$ cat config.mk
export PLATFORM = sky130hd
export DESIGN_NAME = mpu6050_i2c_responder
export DESIGN_NICKNAME = d
export VERILOG_FILES = /design/src/rtl/mpu6050_i2c_responder.sv
export SDC_FILE = /design/constraint.sdc
export NUM_CORES = 1
export LEC_CHECK = 0
export CAP_MARGIN = 25
export CORE_UTILIZATION = 45
export CTS_CLUSTER_SIZE = 20
export DETAILED_ROUTE_END_ITERATION = 7
export PLACE_DENSITY = 0.68
export SKIP_CTS_REPAIR_TIMING = 1
export SYNTH_ARGS = -nofsm -noshare
export SYNTH_HDL_FRONTEND = slang
export SYNTH_SLANG_ARGS = --single-unit
$ cat constraint.sdc
create_clock -name clk_in -period 9.1 [get_ports clk_in]
set_clock_uncertainty 0.2 [all_clocks]
set_input_delay 1.82 -clock clk_in [delete_from_list [all_inputs] [get_ports clk_in]]
set_output_delay 1.82 -clock clk_in [all_outputs]
set_load 0.01 [all_outputs]
$ cat src/rtl/mpu6050_i2c_responder.sv
// I2C target emulating the MPU6050 register subset: config writes and burst reads of sampled sensor data.
// Optional MPU_RESP_SLEEP_GATE_EN: SLEEP (0x6B[6]) blanks data reads and suppresses snapshots.
//
// state   | meaning
// IDLE    | bus free, waiting for START
// DEV     | shifting in address + R/W
// DEV_ACK | acking our address
// REG     | shifting in register pointer
// REG_ACK | acking pointer byte
// WR      | shifting in write data
// WR_ACK  | acking write data (write committed on entry)
// RD      | driving read data bits
// RD_ACK  | sampling master ACK/NACK
// IGNORE  | not addressed or read ended, wait for START/STOP
module mpu6050_i2c_responder #(
  parameter logic [6:0] DEV_ADDR     = 7'h68,
  parameter logic [7:0] WHO_AM_I_VAL = 8'h68
) (
  input  logic         clk_in,
  input  logic         rst_in,
  input  logic         scl_in,
  input  logic         sda_in,
  output logic         sda_oe_out,
  input  logic [111:0] sensor_data_in,
  output logic         snapshot_out,
  output logic [7:0]   smplrt_div_out,
  output logic [7:0]   config_out,
  output logic [7:0]   gyro_cfg_out,
  output logic [7:0]   accel_cfg_out,
  output logic [7:0]   pwr_mgmt_out
);

  typedef enum logic [3:0] {
    IDLE, DEV, DEV_ACK, REG, REG_ACK, WR, WR_ACK, RD, RD_ACK, IGNORE
  } state_t;

  state_t       state_q, state_d;
  logic [1:0]   scl_sync, sda_sync;
  logic         scl_prev, sda_prev;
  logic         scl_s, sda_s, scl_rise, scl_fall, start_det, stop_det;
  logic [3:0]   cnt_q, cnt_d;
  logic [7:0]   shift_q, shift_d, ptr_q, ptr_d, rd_byte_q, rd_byte_d, ptr_inc;
  logic         rw_q, rw_d, sda_oe_q, sda_oe_d, snapshot_q, snapshot_d;
  logic         sleep_gate, collect;
  logic [111:0] shadow_q, shadow_d;
  logic [7:0]   smplrt_q, smplrt_d, config_q, config_d, gyro_q, gyro_d;
  logic [7:0]   accel_q, accel_d, pwr_q, pwr_d;

  assign scl_s     = scl_sync[1];
  assign sda_s     = sda_sync[1];
  assign scl_rise  = scl_s & ~scl_prev;
  assign scl_fall  = ~scl_s & scl_prev;
  assign start_det = scl_s & scl_prev & sda_prev & ~sda_s;
  assign stop_det  = scl_s & scl_prev & ~sda_prev & sda_s;
  assign ptr_inc   = ptr_q + 8'd1;
  assign collect   = (state_q == DEV || state_q == REG || state_q == WR) && scl_rise && (cnt_q < 4'd8);

`ifdef MPU_RESP_SLEEP_GATE_EN
  assign sleep_gate = pwr_q[6];
`else
  assign sleep_gate = 1'b0;
`endif

  function automatic logic [7:0] read_map(input logic [7:0] addr, input logic [111:0] data,
                                          input logic gate);
    logic [3:0] idx;
    logic [6:0] msb;
    idx = 4'(addr - 8'h3B);
    msb = 7'd111 - {idx, 3'b000};
    read_map = 8'h00;
    if (addr >= 8'h3B && addr <= 8'h48) begin
      read_map = gate ? 8'h00 : data[msb -: 8];
    end else begin
      case (addr)
        8'h19:   read_map = smplrt_q;
        8'h1A:   read_map = config_q;
        8'h1B:   read_map = gyro_q;
        8'h1C:   read_map = accel_q;
        8'h6B:   read_map = pwr_q;
        8'h75:   read_map = WHO_AM_I_VAL;
        default: read_map = 8'h00;
      endcase
    end
  endfunction

  always_ff @(posedge clk_in or posedge rst_in) begin
    if (rst_in) begin
      scl_sync   <= 2'b11;
      sda_sync   <= 2'b11;
      scl_prev   <= 1'b1;
      sda_prev   <= 1'b1;
      state_q    <= IDLE;
      cnt_q      <= 4'd0;
      shift_q    <= 8'h00;
      ptr_q      <= 8'h00;
      rd_byte_q  <= 8'h00;
      rw_q       <= 1'b0;
      sda_oe_q   <= 1'b0;
      snapshot_q <= 1'b0;
      shadow_q   <= '0;
      smplrt_q   <= 8'h00;
      config_q   <= 8'h00;
      gyro_q     <= 8'h00;
      accel_q    <= 8'h00;
      pwr_q      <= 8'h40;
    end else begin
      scl_sync   <= {scl_sync[0], scl_in};
      sda_sync   <= {sda_sync[0], sda_in};
      scl_prev   <= scl_s;
      sda_prev   <= sda_s;
      state_q    <= state_d;
      cnt_q      <= cnt_d;
      shift_q    <= shift_d;
      ptr_q      <= ptr_d;
      rd_byte_q  <= rd_byte_d;
      rw_q       <= rw_d;
      sda_oe_q   <= sda_oe_d;
      snapshot_q <= snapshot_d;
      shadow_q   <= shadow_d;
      smplrt_q   <= smplrt_d;
      config_q   <= config_d;
      gyro_q     <= gyro_d;
      accel_q    <= accel_d;
      pwr_q      <= pwr_d;
    end
  end

  always_comb begin
    state_d    = state_q;
    cnt_d      = cnt_q;
    shift_d    = shift_q;
    ptr_d      = ptr_q;
    rd_byte_d  = rd_byte_q;
    rw_d       = rw_q;
    sda_oe_d   = sda_oe_q;
    snapshot_d = 1'b0;
    shadow_d   = shadow_q;
    smplrt_d   = smplrt_q;
    config_d   = config_q;
    gyro_d     = gyro_q;
    accel_d    = accel_q;
    pwr_d      = pwr_q;
    // bus conditions take priority over any SCL edge seen in the same cycle
    if (stop_det) begin
      state_d  = IDLE;
      sda_oe_d = 1'b0;
      cnt_d    = 4'd0;
    end else if (start_det) begin
      state_d  = DEV;
      sda_oe_d = 1'b0;
      cnt_d    = 4'd0;
    end else begin
      if (collect) begin
        shift_d = {shift_q[6:0], sda_s};
        cnt_d   = cnt_q + 4'd1;
      end
      case (state_q)
        DEV: if (scl_fall && cnt_q == 4'd8) begin
          cnt_d = 4'd0;
          if (shift_q[7:1] == DEV_ADDR) begin
            sda_oe_d = 1'b1;
            rw_d     = shift_q[0];
            state_d  = DEV_ACK;
            if (shift_q[0]) begin
              // first byte comes straight from the bus since the shadow loads this same cycle
              rd_byte_d = read_map(ptr_q, sensor_data_in, sleep_gate);
              if (!sleep_gate) begin
                shadow_d   = sensor_data_in;
                snapshot_d = 1'b1;
              end
            end
          end else begin
            state_d = IGNORE;
          end
        end
        DEV_ACK: if (scl_fall) begin
          if (rw_q) begin
            state_d  = RD;
            sda_oe_d = ~rd_byte_q[7];
            cnt_d    = 4'd1;
          end else begin
            state_d  = REG;
            sda_oe_d = 1'b0;
            cnt_d    = 4'd0;
          end
        end
        REG: if (scl_fall && cnt_q == 4'd8) begin
          ptr_d    = shift_q;
          sda_oe_d = 1'b1;
          cnt_d    = 4'd0;
          state_d  = REG_ACK;
        end
        REG_ACK, WR_ACK: if (scl_fall) begin
          sda_oe_d = 1'b0;
          cnt_d    = 4'd0;
          state_d  = WR;
        end
        WR: if (scl_fall && cnt_q == 4'd8) begin
          case (ptr_q)
            8'h19:   smplrt_d = shift_q;
            8'h1A:   config_d = shift_q;
            8'h1B:   gyro_d   = shift_q;
            8'h1C:   accel_d  = shift_q;
            8'h6B:   pwr_d    = shift_q;
            default: ;
          endcase
          ptr_d    = ptr_inc;
          sda_oe_d = 1'b1;
          cnt_d    = 4'd0;
          state_d  = WR_ACK;
        end
        RD: if (scl_fall) begin
          if (cnt_q < 4'd8) begin
            sda_oe_d = ~rd_byte_q[3'd7 - cnt_q[2:0]];
            cnt_d    = cnt_q + 4'd1;
          end else begin
            sda_oe_d = 1'b0;
            cnt_d    = 4'd0;
            state_d  = RD_ACK;
          end
        end
        RD_ACK: begin
          if (scl_rise) begin
            if (sda_s) begin
              state_d = IGNORE;
            end else begin
              ptr_d     = ptr_inc;
              rd_byte_d = read_map(ptr_inc, shadow_q, sleep_gate);
              cnt_d     = 4'd9;
            end
          end else if (scl_fall && cnt_q == 4'd9) begin
            state_d  = RD;
            sda_oe_d = ~rd_byte_q[7];
            cnt_d    = 4'd1;
          end
        end
        IDLE, IGNORE: ;
        default: state_d = IDLE;
      endcase
    end
  end

  assign sda_oe_out     = sda_oe_q;
  assign snapshot_out   = snapshot_q;
  assign smplrt_div_out = smplrt_q;
  assign config_out     = config_q;
  assign gyro_cfg_out   = gyro_q;
  assign accel_cfg_out  = accel_q;
  assign pwr_mgmt_out   = pwr_q;

endmodule
Word-level counts from Yosys, hierarchy flattened:

Cells that the tools add are included.

* $add $sub $neg: 7
* multiply operators: 0
* div/mod/pow operators: 0
* order comparisons: 6
* equal/unequal tests: 45
* shifts and indexed selects: 2
* multiplexer cells: 64
* bitwise operators: 15
* reductions and logical operators: 28

Operators with widths (count)
* 119-bit by 8-bit indexed part select with 8-bit output: 2
* 4-bit 2-to-1 mux: 24
* 8-bit case mux with 6 select lines: 2
* 8-bit 2-to-1 mux: 11
* 8-bit by 5-bit == test with 1-bit output (second input constant): 8
* 8-bit by 7-bit == test with 1-bit output (second input constant): 4
* 4-bit case mux with 8 select lines: 1
* 5-bit AND reduction: 6
* 4-bit != test (second input constant): 6
* 8-bit case mux with 3 select lines: 1
* 1-bit 2-to-1 mux: 20
* 4-bit case mux with 5 select lines: 1
* 4-bit by 3-bit == test with 1-bit output (second input constant): 4
* 4-bit == test (second input constant): 4
* 8-bit by 6-bit >= comparator with 1-bit output (second input constant): 2
* 8-bit by 7-bit less-or-equal comparator with 1-bit output (second input constant): 2
* 4-bit by 3-bit != test with 1-bit output (second input constant): 4
* 8-bit case mux with 2 select lines: 1
* 7-bit subtractor (first input constant): 2
* 5-bit != test (second input constant): 2
* 10-bit AND reduction: 1
* 9-bit AND reduction: 1
* 8-bit by 1-bit adder with 8-bit output (second input constant): 1
* 4-bit by 2-bit == test with 1-bit output (second input constant): 2
* 28 further kinds: 55

* register bits after elaboration: 193
* latch bits: 0
* memory bits (writable): 0
* ROM bits: 0
* logic and storage cells: 185
* memories kept: 0

Longest topological paths before layout:

* word-level depth: 11
* gate-level depth with buffers: 13
* gate-level depth less buffers: 10

Least setup slack after synthesis:

No wires, ideal clock.

* path type: reg2reg
* start point: register ptr_q[0]
* end point: register rd_byte_q[3]
* setup time: 0.099 ns
* arrival: 3.324 ns
* slack: 5.477 ns
* cell stages (with the launch flop): 13
* cells stage by stage: dfrtp_1 > bufinv_8 > buf_2 > ha_1 > or2_2 > clkbuf_1 > clkbuf_1 > ha_1 > xor2_1 > xnor2_2 > or3_1 > a221o_1 > a311oi_1

* longest elaborated chain between the ends: 8
* elaborated cells between the ends (all ways): 35

RTL lines
* from (decl): line 42 `logic [7:0] shift_q, shift_d, ptr_q, ptr_d, rd_byte_q, rd_byte_d, ptr_inc;`
* from (signal assigned): line 114 `ptr_q <= ptr_d;`
* 8-bit by 1-bit adder with 8-bit output or 4-bit subtractor (tied branches): line 55, 68
* 4-bit subtractor or 7-bit subtractor (tied branches): line 68, 69
* 7-bit subtractor or 119-bit by 8-bit indexed part select with 8-bit output (tied branches): line 69, 72
* 119-bit by 8-bit indexed part select with 8-bit output or 8-bit 2-to-1 mux (tied branches): line 72, 71
* 8-bit 2-to-1 mux, on equally long branches: line 71, 164
* 8-bit 2-to-1 mux, on equally long branches: line 224, 160
* 8-bit 2-to-1 mux, on equally long branches: line 223, 158
* 8-bit case mux with 2 select lines (*): line 157 `case (state_q)`
* to (signal assigned): line 115 `rd_byte_q <= rd_byte_d;`
* to (decl): line 42

Every way passes the cells marked *; elsewhere a longest branch is shown, timed or not. The select of a mux whose other input is x is not followed.
A chain may end at the register's enable or synchronous reset.

Worst setup path in the final report:

* start point: register ptr_q[0]
* end point: register rd_byte_q[0]

Same word-level chain as after synthesis.

==> metrics <==
status=complete, no violations; Clk pin slew, worst setup/hold paths=80 ps; Slew HR=27.8%; crit path cell chain=buf_4 > ha_1 > xor2_2 > inv_2 > xnor2_1 > ha_1 > xor2_1 > xnor2_2 > buf_8 > mux2i_1 > a2111o_1 > a211oi_2; reg2reg end=rd_byte_q[0]$_DFFE_PP0P_; PD cells=159 mW/mm^2; Critical Path End Type=flip-flop; VDD IR-drop max=0.000127 V; Pins Over Slew Limit=0; vias after detailed routing=8250; fin crit period=5050 ps; Sw Share=30.8%; CP Launch Type=flip-flop; Setup violations, final=0; CTS buffer count=17; Antenna Violating Nets Remaining=0; hold path cells=0; Root Buffer=clkbuf_16; Avg Inst Size Synth=12.3 sq um; Worst Path Required=9250 ps; Final Hold Viols=0; max-cap viol count=0; I/O pins=158; first-pass GRT wire length=47100 um; Leak Pwr=0.00570 uW; Die Ht=159 um; Post-synth EDFFs=0; net switching power=658 uW; drt total wl=29500 um; Setup Slack @ Placement=4110 ps; layout cell share with drive strength beyond 1=26.6%; Worst Hold Endpoint=sda_sync[1]$_DFF_PP1_; initial DRC count=648; GPL Wtd Cong=0.924; family with the most delay on the worst path=XOR/XNOR gates; Post-DP Area=0.0128 sq mm; setup tns final=0 ps; CTS tree=done; Synthesized Nets=1033; max incr delay on CP=740 ps; fin area=0.0134 sq mm; row count=57; Core Box Area=0.0243 sq mm; routed length per instance=21.7 um; critical path class=flip-flop to flip-flop; sequential power share=45.6%; HPWL after DPL=21200 um; GRT Total Usage=23.8%; initial antenna violation count=0; Comb pwr share=18.9%; hold_ws=158 ps; Initial Utilization=45.8%; Yosys warnings=0; CP max-delay cell=dfrtp_4; r2r setup slk=4050 ps; largest net degree at the start of global routing=130; number of global-route vias before repair=8231; crit share post-route=55.5%; Yosys cell types=78; Pint=1480 uW; asr flop ratio synth=100%; Worst Path Buf+Inv=3; fill cell count=2049; Antenna diodes=0; sequential fraction of the synthesis area=43.4%; port bufs=157; NumNets Final=1147; Via density=6.08; Layout area overhead=20.6%; ys flop type=dfrtp_1; worst min path class=flip-flop to flip-flop; DRC=0; clock share of power=35.5%; H-tree levels=4; Power Total=2140 uW; RSZ-0062 raised after global routing=no; worst endpoint data arrival time=5200 ps; die footprint=0.0254 sq mm; Synth Instances=906; clock sink total=193; Crit path top cell by count=ha_1; number of synthesized register bits=193; die span in x=159 um; Worst-Margin Slew=1070 ps; Reg2Reg Depth=12; Overflow after GRT=0; Worst Path Max Fanout=35; FMAX=198 MHz; worst hold start=sda_sync[0]$_DFF_PP1_; TritonRoute pass-1 iters=6; Clock Tree Buf Depth=2; PnR worst setup slack=4050 ps; Mapped Area=0.0111 sq mm; Reg2Reg Launch Point=ptr_q[0]$_DFFE_PP0P_; clk_lat worst skew=440 ps
[power groups by stage]
stage	clock [uW]	sequential (uW)	combinational (uW)
2_1_floorplan	0	943	297
3_3_place_gp	0	989	389
3_5_place_dp	0	989	400
4_1_cts	771	972	402
5_1_grt	803	981	437
6_report	758	975	403
[synth_stat cells, drive strengths merged, types with 4 or more instances]
cell type,number,share of area [%]
a2111o,5,0.51
a211oi,8,0.76
a21boi,4,0.37
a21o,4,0.27
a21oi,37,1.7
a222oi,16,1.4
a22oi,10,0.67
a31oi,14,0.79
and2,5,0.28
and3,5,0.28
buf,43,2.4
clkbuf,27,0.91
dfrtp,186,42
dfstp,7,1.7
ha,11,1.2
inv,16,0.54
mux2,160,16
mux2i,29,2.6
mux4,58,12
nand2,32,1.1
nand2b,7,0.39
nand3,15,0.72
nand4,4,0.22
nor2,58,2.0
nor2b,16,0.90
nor3,18,0.91
nor3b,7,0.47
o21ai,33,1.5
o22a,5,0.39
o22ai,6,0.34
or3,5,0.28
xnor2,5,0.53
xor2,6,0.54
[layout make-up]
class	instances	area, sq um	share of cell area, %
Multi-Input combinational cell	626	5860	43.6
Sequential cell	193	4840	36.0
Timing Repair Buffer	165	1640	12.2
Clock buffer	18	439	3.27
Tap cell	324	405	3.02
Clock inverter	14	163	1.21
Inverter	17	85.1	0.633
[through the flow]
step | util, % | cells
after floorplan | - | 906
final | 55.3 | 1357
after global placement | 52.7 | 1323
after global routing | 55.3 | 1357
after detailed placement | 52.8 | 1325
after CTS | 55.3 | 1357
[placed cells by master, fill, tap and decap left out, drive strengths merged, types with 7 or more instances in the layout]
cell	synthesis	layout
dfrtp	186	186
mux2	160	160
clkdlybuf4s50	0	157
mux4	58	58
nor2	58	58
a21oi	37	37
o21ai	33	33
nand2	32	32
mux2i	29	29
inv	16	24
nor3	18	18
clkbuf	27	18
nor2b	16	16
a222oi	16	16
nand3	15	15
a31oi	14	14
ha	11	11
a22oi	10	10
buf	43	8
a211oi	8	8
nand2b	7	7
nor3b	7	7
dfstp	7	7
[worst register-to-register path: stages, from the launching register on]
cell	delay, ps
dfrtp_4	740
buf_4	600
ha_1	610
xor2_2	650
inv_2	150
xnor2_1	170
ha_1	190
xor2_1	160
xnor2_2	550
buf_8	240
mux2i_1	90
a2111o_1	420
a211oi_2	210
[registers in the layout, indices dropped and copies added (netlist names)]
register        flops
scl_prev            1
pwr_mgmt_out        8
sda_sync            2
shift_q             8
shadow_q          112
sda_prev            1
snapshot_out        1
gyro_cfg_out        8
config_out          8
sda_oe_out          1
cnt_q               4
scl_sync            2
rw_q                1
state_q             4
rd_byte_q           8
accel_cfg_out       8
smplrt_div_out      8
ptr_q               8
[cell families after synthesis]
family | after synthesis | share of synthesized area, %
multiplexers | 247 | 30.5
flip-flops | 193 | 43.4
AND/OR/NAND/NOR | 185 | 8.53
AO/OA/AOI/OAI | 172 | 11.2
buffers and inverters | 87 | 4.01
XOR/XNOR | 11 | 1.07
adder cells (fa/ha/maj) | 11 | 1.24
[routing by layer]
metal / share of wire [%] / vias to the layer above / track usage (%) / wire [um]
met5: 0 / - / 0 / 0
met2: 46 / 359 / 36.1 / 13400
li1: - / 3684 / - / -
met4: 2.2 / 0 / 7.65 / 641
met3: 6.4 / 35 / 4.12 / 1880
met1: 46 / 4172 / 34.7 / 13500
[worst max path at each step]
stage	from	end	slack, ps	cells after the start
floorplan	rst_in	accel_cfg_out[0]$_DFFE_PP0P_	1840	1
global placement	ptr_q[0]$_DFFE_PP0P_	rd_byte_q[0]$_DFFE_PP0P_	3900	11
detailed placement	ptr_q[0]$_DFFE_PP0P_	rd_byte_q[2]$_DFFE_PP0P_	4110	12
CTS	ptr_q[0]$_DFFE_PP0P_	rd_byte_q[2]$_DFFE_PP0P_	4060	12
global route	ptr_q[0]$_DFFE_PP0P_	rd_byte_q[1]$_DFFE_PP0P_	3670	12
finish	ptr_q[0]$_DFFE_PP0P_	rd_byte_q[0]$_DFFE_PP0P_	4050	12
Note: power is estimated with default switching activity, not from simulation.
